--- config.mk ---
export PLATFORM = sky130hd
export DESIGN_NAME = alarm_controller
export DESIGN_NICKNAME = d
export VERILOG_FILES = /design/src/rtl/alarm_controller.sv
export SDC_FILE = /design/constraint.sdc
export NUM_CORES = 1
export LEC_CHECK = 0
export ABC_AREA = 1
export BUFFER_PORTS_ARGS = -buffer_cell sky130_fd_sc_hd__buf_2
export CAP_MARGIN = 15
export CORE_MARGIN = 2
export CORE_UTILIZATION = 40
export DETAILED_ROUTE_END_ITERATION = 6
export PLACE_DENSITY = 0.67
export SYNTH_ARGS = -nofsm -noshare
export SYNTH_HDL_FRONTEND = slang
export SYNTH_SLANG_ARGS = --single-unit
--- constraint.sdc ---
create_clock -name clk -period 2.47 [get_ports clk]
set_clock_uncertainty 0.1 [all_clocks]
set_input_delay 0.3705 -clock clk [delete_from_list [all_inputs] [get_ports clk]]
set_output_delay 0.3705 -clock clk [all_outputs]
set_load 0.01 [all_outputs]
--- src/rtl/alarm_controller.sv ---
// Alarm controller: stores a BCD alarm time, rings on the rising edge of an HH:MM
// match and handles stop, snooze and ring timeout with a four-state FSM.
module alarm_controller #(
  parameter int SNOOZE_MIN       = 5,
  parameter int RING_TIMEOUT_SEC = 60
) (
  input  logic       clk,
  input  logic       reset,
  input  logic       sec_tick,
  input  logic [3:0] min_units,
  input  logic [2:0] min_tens,
  input  logic [3:0] hour_units,
  input  logic [2:0] hour_tens,
  input  logic       alarm_load,
  input  logic [5:0] alarm_minutes,
  input  logic [4:0] alarm_hours,
  input  logic       alarm_enable,
  input  logic       stop_btn,
  input  logic       snooze_btn,
  output logic       buzzer,
  output logic       alarm_active,
  output logic [1:0] state
);

  localparam int RW = $clog2(RING_TIMEOUT_SEC);
  localparam int SW = $clog2(SNOOZE_MIN * 60 + 1);
  localparam logic [RW-1:0] RING_LAST   = RW'(RING_TIMEOUT_SEC - 1);
  localparam logic [SW-1:0] SNOOZE_LOAD = SW'(SNOOZE_MIN * 60);
  localparam logic [SW-1:0] SNOOZE_ONE  = SW'(1);

  typedef enum logic [1:0] {
    IDLE    = 2'd0,
    ARMED   = 2'd1,
    RINGING = 2'd2,
    SNOOZE  = 2'd3
  } state_t;

  state_t          r_state;
  state_t          w_state_nx;
  logic [RW-1:0]   r_ring_cnt;
  logic [RW-1:0]   w_ring_cnt_nx;
  logic [SW-1:0]   r_snooze_cnt;
  logic [SW-1:0]   w_snooze_cnt_nx;
  logic            r_buzzer;
  logic            w_buzzer_nx;
  logic            r_active;
  logic            r_match_d;
  logic [2:0]      r_al_ht;
  logic [3:0]      r_al_hu;
  logic [2:0]      r_al_mt;
  logic [3:0]      r_al_mu;

  logic            w_load_ok;
  logic            w_match;
  logic            w_match_rise;
  logic [2:0]      w_ld_ht;
  logic [3:0]      w_ld_hu;
  logic [2:0]      w_ld_mt;
  logic [3:0]      w_ld_mu;

  assign w_load_ok = alarm_load && (alarm_minutes <= 6'd59) && (alarm_hours <= 5'd23);
  assign w_ld_ht   = 3'(alarm_hours / 5'd10);
  assign w_ld_hu   = 4'(alarm_hours % 5'd10);
  assign w_ld_mt   = 3'(alarm_minutes / 6'd10);
  assign w_ld_mu   = 4'(alarm_minutes % 6'd10);

  assign w_match = (hour_tens == r_al_ht) && (hour_units == r_al_hu) &&
                   (min_tens == r_al_mt) && (min_units == r_al_mu);
  // A load in the same clk re-baselines the edge detector, so it must not ring.
  assign w_match_rise = w_match && !r_match_d && !w_load_ok;

  always_ff @(posedge clk or posedge reset) begin
    if (reset) begin
      r_al_ht   <= '0;
      r_al_hu   <= '0;
      r_al_mt   <= '0;
      r_al_mu   <= '0;
      r_match_d <= 1'b1;
    end else begin
      r_match_d <= w_load_ok ? 1'b1 : w_match;
      if (w_load_ok) begin
        r_al_ht <= w_ld_ht;
        r_al_hu <= w_ld_hu;
        r_al_mt <= w_ld_mt;
        r_al_mu <= w_ld_mu;
      end
    end
  end

  always_ff @(posedge clk or posedge reset) begin
    if (reset) begin
      r_state <= IDLE;
    end else begin
      r_state <= w_state_nx;
    end
  end

  always_comb begin
    w_state_nx = r_state;
    if (!alarm_enable) begin
      w_state_nx = IDLE;
    end else if (w_load_ok && (r_state == RINGING || r_state == SNOOZE)) begin
      w_state_nx = ARMED;
    end else begin
      case (r_state)
        IDLE:    w_state_nx = ARMED;
        ARMED:   if (w_match_rise) w_state_nx = RINGING;
        RINGING: begin
          if (stop_btn)                                  w_state_nx = ARMED;
          else if (snooze_btn)                           w_state_nx = SNOOZE;
          else if (sec_tick && r_ring_cnt == RING_LAST)  w_state_nx = ARMED;
        end
        SNOOZE: begin
          if (stop_btn)                                     w_state_nx = ARMED;
          else if (sec_tick && r_snooze_cnt == SNOOZE_ONE)  w_state_nx = RINGING;
        end
        default: w_state_nx = IDLE;
      endcase
    end
  end

  // Counters and buzzer: entry actions on a state change, else per-tick updates.
  always_comb begin
    w_ring_cnt_nx   = r_ring_cnt;
    w_snooze_cnt_nx = r_snooze_cnt;
    w_buzzer_nx     = r_buzzer;
    if (w_state_nx == IDLE) begin
      w_ring_cnt_nx   = '0;
      w_snooze_cnt_nx = '0;
      w_buzzer_nx     = 1'b0;
    end else if (w_state_nx != r_state) begin
      case (w_state_nx)
        RINGING: begin
          w_ring_cnt_nx = '0;
          w_buzzer_nx   = 1'b1;
        end
        SNOOZE: begin
          w_snooze_cnt_nx = SNOOZE_LOAD;
          w_buzzer_nx     = 1'b0;
        end
        default: w_buzzer_nx = 1'b0;
      endcase
    end else if (r_state == RINGING && sec_tick) begin
      w_ring_cnt_nx = r_ring_cnt + 1'b1;
      w_buzzer_nx   = ~r_buzzer;
    end else if (r_state == SNOOZE && sec_tick) begin
      w_snooze_cnt_nx = r_snooze_cnt - 1'b1;
    end
  end

  always_ff @(posedge clk or posedge reset) begin
    if (reset) begin
      r_ring_cnt   <= '0;
      r_snooze_cnt <= '0;
      r_buzzer     <= 1'b0;
      r_active     <= 1'b0;
    end else begin
      r_ring_cnt   <= w_ring_cnt_nx;
      r_snooze_cnt <= w_snooze_cnt_nx;
      r_buzzer     <= w_buzzer_nx;
      r_active     <= (w_state_nx != IDLE);
    end
  end

  assign buzzer       = r_buzzer;
  assign alarm_active = r_active;
  assign state        = r_state;

endmodule

Word-level counts from Yosys, hierarchy flattened
Index checks and enable logic that the tools add are counted.
- flip-flop bits (word level): 34
- bitwise logic cells: 1
- reductions and logical operators: 22
- add/subtract/negate cells: 2
- div/mod/pow operators: 4
- $lt $le $gt $ge: 2
- mux-type cells: 23
- equality and inequality tests: 15
- operators by type and width (cell ; count):
    9-bit 2-to-1 mux ; 5
    6-bit 2-to-1 mux ; 4
    2-bit 2-to-1 mux ; 8
    1-bit logical AND ; 12
    9-bit by 1-bit equality test with 1-bit output (second input constant) ; 1
    9-bit by 1-bit subtractor with 9-bit output (second input constant) ; 1
    2-bit equality test (second input constant) ; 4
    4-bit equality test ; 2
    2-bit one-hot mux with 4 select lines ; 1
    6-bit by 1-bit adder with 6-bit output (second input constant) ; 1
    6-bit by 4-bit divider with 6-bit output (second input constant) ; 1
    3-bit equality test ; 2
    6-bit equality test (second input constant) ; 1
    6-bit less-or-equal comparator (second input constant) ; 1
    6-bit by 4-bit modulo with 6-bit output (second input constant) ; 1
    3-bit by 2-bit inequality test with 1-bit output (second input constant) ; 2
    3-bit nonzero test ; 2
    5-bit by 4-bit divider with 5-bit output (second input constant) ; 1
    5-bit less-or-equal comparator (second input constant) ; 1
    5-bit by 4-bit modulo with 5-bit output (second input constant) ; 1
    1-bit 2-to-1 mux ; 5
    2-bit zero test ; 2
    3-bit inequality test (second input constant) ; 1
    3-bit AND reduction ; 1
    other kinds (7) ; 8

Longest topological paths before layout
- depth after elaboration: 14
- depth in mapped cells: 17

Worst setup path before layout
No wires, ideal clock.
- kind: register -> register
- from: register r_ring_cnt[0]
- to: register r_snooze_cnt[2]
- cell stages (with the launch flop): 16
- path buffers: 1
- data arrival time: 1.713 ns
- required time: 2.249 ns
- slack: 0.537 ns
- period minus slack after synthesis: 1.933 ns
- cell sequence: dfrtp_1 ha_1 nand2_1 nor3_1 nand3_1 nand2_1 nand2_1 nand2_1 nor2_1 nand2_2 nand2_4 inv_4 o311ai_2 buf_6 nor3_1 nor2_1
- longest elaborated chain between the ends: 11
- RTL lines (what ; RTL line ; RTL):
    start, declared ; 40 ; logic [RW-1:0] r_ring_cnt;
    start signal, assigned ; 158 ; r_ring_cnt <= w_ring_cnt_nx;
    6-bit equality test (*) ; 111 ; else if (sec_tick && r_ring_cnt == RING_LAST) w_state_nx = ARMED;
    1-bit logical AND (*) ; 111 ;
    2-bit 2-to-1 mux (*) ; 111 ;
    2-bit 2-to-1 mux (*) ; 110 ; else if (snooze_btn) w_state_nx = SNOOZE;
    2-bit 2-to-1 mux (*) ; 109 ; if (stop_btn) w_state_nx = ARMED;
    2-bit one-hot mux with 4 select lines (*) ; 105 ; case (r_state)
    2-bit 2-to-1 mux (*) ; 102 ; end else if (w_load_ok && (r_state == RINGING || r_state == SNOOZE)) begin
    2-bit 2-to-1 mux (*) ; 100 ; if (!alarm_enable) begin
    named net w_state_nx[0] ; 39 ; state_t w_state_nx;
    2-bit inequality test (tied with other cells) ; 131 ; end else if (w_state_nx != r_state) begin
    3-bit by 2-bit inequality test with 1-bit output (no line) (tied with other cells) ; - ;
    3-bit AND reduction (no line) or 9-bit 2-to-1 mux (tied branches) ; - ;
    end signal, assigned ; 159 ; r_snooze_cnt <= w_snooze_cnt_nx;
    end, declared ; 42 ; logic [SW-1:0] r_snooze_cnt;
Mark *: on every way through the listed nets, which the timed path passes. The rest lies on a longest branch.
A chain may end at the register's enable or synchronous reset.

Worst setup path after layout
- from: register r_ring_cnt[0]
- to: register r_snooze_cnt[8]
Same word-level chain as after synthesis.

==> impl_results.html <==
<table>
<tr><th>Metric</th><th>Value</th></tr>
<tr><th colspan="2">Clock tree</th></tr>
<tr><td>Longest Clk Path Bufs</td><td>2</td></tr>
<tr><td>Root buffer cell</td><td>sky130_fd_sc_hd__clkbuf_8</td></tr>
<tr><td>Number of hold-repair buffers added at the cts stage</td><td>0</td></tr>
<tr><td>Number of buffers created by CTS</td><td>5</td></tr>
<tr><td>TritonCTS clock tree</td><td>yes</td></tr>
<tr><td>Number of levels in the clock H-tree</td><td>2</td></tr>
<tr><td>Clock sink count</td><td>33</td></tr>
<tr><td>Clock-pin slew reported for the worst setup and hold paths after clock tree synthesis</td><td>0.07 ns</td></tr>
<tr><td>Worst-skew pair later-pin latency</td><td>roughly 0.29 ns</td></tr>
<tr><th colspan="2">Logic synthesis</th></tr>
<tr><td>Synth Area in Compound Gates</td><td>about 9%</td></tr>
<tr><td>Proportion of synthesized chip area in sequential cells</td><td>approximately a third</td></tr>
<tr><td>Simple-gate share of the synthesized area</td><td>roughly two fifths</td></tr>
<tr><td>Combined area of all synthesized cells</td><td>2459 um^2</td></tr>
<tr><td>Async set or reset register ratio after synthesis</td><td>between 90% and 100%</td></tr>
<tr><td>Post-synthesis sequential element count</td><td>33</td></tr>
<tr><td>Post-synth EDFFs</td><td>0</td></tr>
<tr><td>Area share of the largest cell type after synthesis</td><td>32.57%</td></tr>
<tr><td>Xor-xnor portion of the synthesized cell area</td><td>approximately 4.6%</td></tr>
<tr><td>Most numerous cell types in the synthesized netlist</td><td>98 x sky130_fd_sc_hd__nand2_1, 51 x sky130_fd_sc_hd__inv_1, 38 x sky130_fd_sc_hd__nor2_1</td></tr>
<tr><td>Net count after synthesis</td><td>between 300 and 400</td></tr>
<tr><td>Cell types occupying the most area after synthesis</td><td>sky130_fd_sc_hd__dfrtp_1 33%, sky130_fd_sc_hd__nand2_1 15%, sky130_fd_sc_hd__inv_1 7.8%</td></tr>
<tr><td>Number of synthesis warnings</td><td>0</td></tr>
<tr><td>Cell with the most instances after synthesis</td><td>sky130_fd_sc_hd__nand2_1</td></tr>
<tr><td>Largest family of logic cells by synthesized area</td><td>simple AND/OR/NAND/NOR gates</td></tr>
<tr><td>Mapped Cells</td><td>350</td></tr>
<tr><td>Mux contribution to synthesized area</td><td>0%</td></tr>
<tr><td>Adder and majority gate portion of the synthesized area</td><td>between 3 and 4%</td></tr>
<tr><td>Top FF cell, synth</td><td>sky130_fd_sc_hd__dfrtp_1</td></tr>
<tr><td>Leading area contributor after synthesis</td><td>sky130_fd_sc_hd__dfrtp_1</td></tr>
<tr><td>Post-synthesis average cell area</td><td>approximately 7 um^2</td></tr>
<tr><td>Number of different library cells in the post-synthesis netlist</td><td>40</td></tr>
<tr><th colspan="2">Detailed routing</th></tr>
<tr><td>DRT antenna net count</td><td>0</td></tr>
<tr><td>Starting DRT DRC Count</td><td>71</td></tr>
<tr><td># DRC</td><td>0</td></tr>
<tr><td>Average vias per placed instance</td><td>approximately 4.8</td></tr>
<tr><td>DRT Wirelength</td><td>5.239 mm</td></tr>
<tr><td>Via count of the routed design</td><td>about 2200</td></tr>
<tr><td>Routed wire length per instance</td><td>between 10 and 15 um</td></tr>
<tr><td>Detailed Routing Iterations Pass 1</td><td>4</td></tr>
<tr><th colspan="2">Setup path</th></tr>
<tr><td>Kind of capture point of the worst setup path</td><td>flop</td></tr>
<tr><td>Crit path DAT</td><td>between 2 and 2.5 ns</td></tr>
<tr><td>Setup Crit Path Kind</td><td>reg -&gt; reg</td></tr>
<tr><td>Required time at the endpoint of the critical path</td><td>roughly 2.6 ns</td></tr>
<tr><td>Largest fanout of any net on the critical path</td><td>11</td></tr>
<tr><td>Kind of start point of the critical path</td><td>flop</td></tr>
<tr><th colspan="2">Floorplan</th></tr>
<tr><td>Vertical extent of the die</td><td>82.40 um</td></tr>
<tr><td>Placeable core region</td><td>between 5000 and 6000 um^2</td></tr>
<tr><td>Number of standard-cell rows in the floorplan</td><td>28</td></tr>
<tr><td>Full die area</td><td>slightly below 7000 um^2</td></tr>
<tr><td>Die extent in x</td><td>~82 um</td></tr>
<tr><td>Top-level port count</td><td>36</td></tr>
<tr><td>Initial standard-cell utilization of the core</td><td>approximately two fifths</td></tr>
<tr><th colspan="2">Layout</th></tr>
<tr><td>Layout net count</td><td>430</td></tr>
<tr><td>Final std cell area, no fill</td><td>2846 um^2</td></tr>
<tr><td>Final core area utilization</td><td>between 40% and 50%</td></tr>
<tr><td>Number of fill cells in the layout</td><td>between 600 and 700</td></tr>
<tr><td>Share of final-layout standard cells stronger than drive strength 1</td><td>around a fifth</td></tr>
<tr><td>Antenna fix cells</td><td>0</td></tr>
<tr><td>Layout Area Growth over Synthesis</td><td>15.78%</td></tr>
<tr><th colspan="2">Power</th></tr>
<tr><td>Static leakage</td><td>between 1.5 and 2 nW</td></tr>
<tr><td>Highest ir drop seen on vdd</td><td>approximately 0.00024 V</td></tr>
<tr><td>Clock network fraction of design power</td><td>30.7%</td></tr>
<tr><td>Sw power</td><td>about 0.48 mW</td></tr>
<tr><td>Proportion of power drawn by flip-flops and latches</td><td>between 40% and 50%</td></tr>
<tr><td>Net switching fraction of the power</td><td>32.31%</td></tr>
<tr><td>Gate power share</td><td>approximately a quarter</td></tr>
<tr><td>Pwr per Cell Area</td><td>between 500 and 600 nW/um^2</td></tr>
<tr><td>Cell-internal power</td><td>between 1 and 1.5 mW</td></tr>
<tr><th colspan="2">Placed design</th></tr>
<tr><td>Worst-case setup slack after placement</td><td>around 0.16 ns</td></tr>
<tr><td>Detailed Place HPWL</td><td>between 4 and 5 mm</td></tr>
<tr><td>Buffers added on ports</td><td>35</td></tr>
<tr><td>Global placer's final weighted congestion</td><td>0.8813</td></tr>
<tr><td>Post-Place Cell Area</td><td>2731 um^2</td></tr>
<tr><th colspan="2">GRT</th></tr>
<tr><td>Vias in the first global route</td><td>roughly 2200</td></tr>
<tr><td>First-pass GRT wire length</td><td>9.308 mm</td></tr>
<tr><td>Largest net degree at the start of global routing</td><td>34</td></tr>
<tr><td>GRT Total Usage</td><td>approximately 18%</td></tr>
<tr><td>Initial antenna violation count</td><td>0</td></tr>
<tr><td>Grt ovf</td><td>0</td></tr>
<tr><th colspan="2">STA</th></tr>
<tr><td>Max_slew headroom</td><td>63.68%</td></tr>
<tr><td>Slew at the pin closest to its max-slew limit</td><td>about 0.54 ns</td></tr>
<tr><td>Setup repair after global routing missed its margin</td><td>no</td></tr>
<tr><td>Final setup fails</td><td>0</td></tr>
<tr><td>Clock period minus final worst setup slack</td><td>~2.2 ns</td></tr>
<tr><td>Post-Route Setup TNS</td><td>0 ns</td></tr>
<tr><td>Hold violation total from the final report</td><td>0</td></tr>
<tr><td>Setup slack of the critical path after layout</td><td>approximately 0.29 ns</td></tr>
<tr><td>Period Utilization, post-route</td><td>around nine tenths</td></tr>
<tr><td>Final count of pins violating max slew</td><td>0</td></tr>
<tr><td>Peak clock frequency supported by timing</td><td>~460 MHz</td></tr>
<tr><th colspan="2">Outcome</th></tr>
<tr><td>Run status</td><td>complete, no violations</td></tr>
<tr><th colspan="2">Job</th></tr>
<tr><td>Max_cap viols</td><td>0</td></tr>
<tr><th colspan="2">Min path</th></tr>
<tr><td>Hold Path Class</td><td>in -&gt; async</td></tr>
</table>
## cell type report
cell class,count,area (um^2),share of cell area (%)
inverter,57,221.5,7.780
tap,75,93.84,3.297
multi-input combinational,255,1390,48.84
timing repair buffer,40,212.7,7.473
clock buffer,7,96.34,3.385
clock inverter,1,5.005,0.1758
sequential,33,827.0,29.05
## metrics by stage
step	power [mW]	hold slack, ns	instances
floorplan	0.9294	0.3530	350
global placement	1.030	0.3710	460
detailed placement	1.039	0.3805	460
CTS	1.494	0.08817	468
global route	1.584	0.1060	468
finish	1.481	0.06084	468
## sequential cells by signal (all words and copies together) (netlist names)
signal        count
r_snooze_cnt      9
r_ring_cnt        6
r_al_hu           4
r_al_mu           4
r_al_mt           3
r_al_ht           2
state             2
alarm_active      1
buzzer            1
r_match_d         1
## routing by layer
layer	global-route usage [%]	share of wire [%]	up-vias
li1	-	-	1185
met1	21.64	47	1017
met2	30.73	48	37
met3	4.891	3.8	6
met4	6.000	1.3	0
met5	0	0	-
## worst paths after layout
check | cells after the start | slack [ns] | from | endpoint
worst max-delay path | 15 | 0.29 | r_ring_cnt[0]$_DFFE_PP0P_ | r_snooze_cnt[8]$_DFFE_PP0P_
worst max register to register | 15 | 0.29 | r_ring_cnt[0]$_DFFE_PP0P_ | r_snooze_cnt[8]$_DFFE_PP0P_
worst min-delay path | 3 | 0.06 | reset | r_snooze_cnt[3]$_DFFE_PP0P_
max in group asynchronous | 3 | 1.88 | reset | r_match_d$_DFF_PP1_
worst min register to register | 2 | 0.39 | r_al_hu[3]$_DFFE_PP0P_ | r_al_hu[3]$_DFFE_PP0P_
min in group clk | 2 | 0.20 | alarm_hours[1] | r_al_hu[1]$_DFFE_PP0P_
## critical path, stage by stage, from the launching register on
cell and delay (ns):
sky130_fd_sc_hd__dfrtp_1 0.39, sky130_fd_sc_hd__ha_1 0.23, sky130_fd_sc_hd__nand2_1 0.07, sky130_fd_sc_hd__nor3_1 0.14, sky130_fd_sc_hd__nand3_1 0.14, sky130_fd_sc_hd__nand2_1 0.08, sky130_fd_sc_hd__nand2_1 0.05, sky130_fd_sc_hd__nand2_1 0.06
sky130_fd_sc_hd__nor2_1 0.04, sky130_fd_sc_hd__nand2_2 0.10, sky130_fd_sc_hd__nand2_4 0.07, sky130_fd_sc_hd__inv_4 0.11, sky130_fd_sc_hd__o311ai_4 0.18, sky130_fd_sc_hd__nand2_2 0.21, sky130_fd_sc_hd__nand3_1 0.09, sky130_fd_sc_hd__nand2_1 0.07
## logic make-up after synthesis
kind of cell    Yosys count
xor+xnor                 13
simple gates            201
fa+ha+maj                 6
compound gates           35
buf+inv                  62
flops                    33
## repair_timing
action,4_1_cts,5_1_grt
resized for setup,0,2
buffers inserted,0,0
setup endpoints to repair,0,10
## power groups by stage
stage | combinational, mW | sequential (mW) | clock, mW
floorplan | 0.293 | 0.637 | 0
global placement | 0.388 | 0.642 | 0
detailed placement | 0.396 | 0.643 | 0
CTS | 0.397 | 0.634 | 0.464
global route | 0.459 | 0.641 | 0.484
finish | 0.392 | 0.633 | 0.455
## cells in the final DEF, fill, tap and decap left out, types with 2 or more instances in the layout
cell                       count
sky130_fd_sc_hd__nor3_1        5
sky130_fd_sc_hd__a21oi_1       3
sky130_fd_sc_hd__nand3_1      33
sky130_fd_sc_hd__o21ai_0      19
sky130_fd_sc_hd__nand3_2       2
sky130_fd_sc_hd__buf_4         5
sky130_fd_sc_hd__clkbuf_8      7
sky130_fd_sc_hd__or2_1         2
sky130_fd_sc_hd__xnor2_1       3
sky130_fd_sc_hd__ha_1          6
sky130_fd_sc_hd__nor2_2        3
sky130_fd_sc_hd__nand2_8       3
sky130_fd_sc_hd__dfrtp_1      32
sky130_fd_sc_hd__or2_2         2
sky130_fd_sc_hd__o21ai_2       2
sky130_fd_sc_hd__inv_1        51
sky130_fd_sc_hd__nand2_4       3
sky130_fd_sc_hd__nand2_1      98
sky130_fd_sc_hd__xor2_1       10
sky130_fd_sc_hd__inv_2         4
sky130_fd_sc_hd__nand4_1       4
sky130_fd_sc_hd__nand2_2       3
sky130_fd_sc_hd__buf_2        35
sky130_fd_sc_hd__nor2_1       38
sky130_fd_sc_hd__o21ai_1       2
sky130_fd_sc_hd__nor2_4        2
sky130_fd_sc_hd__o211ai_1      2
Note: power is estimated with default switching activity, not from simulation.
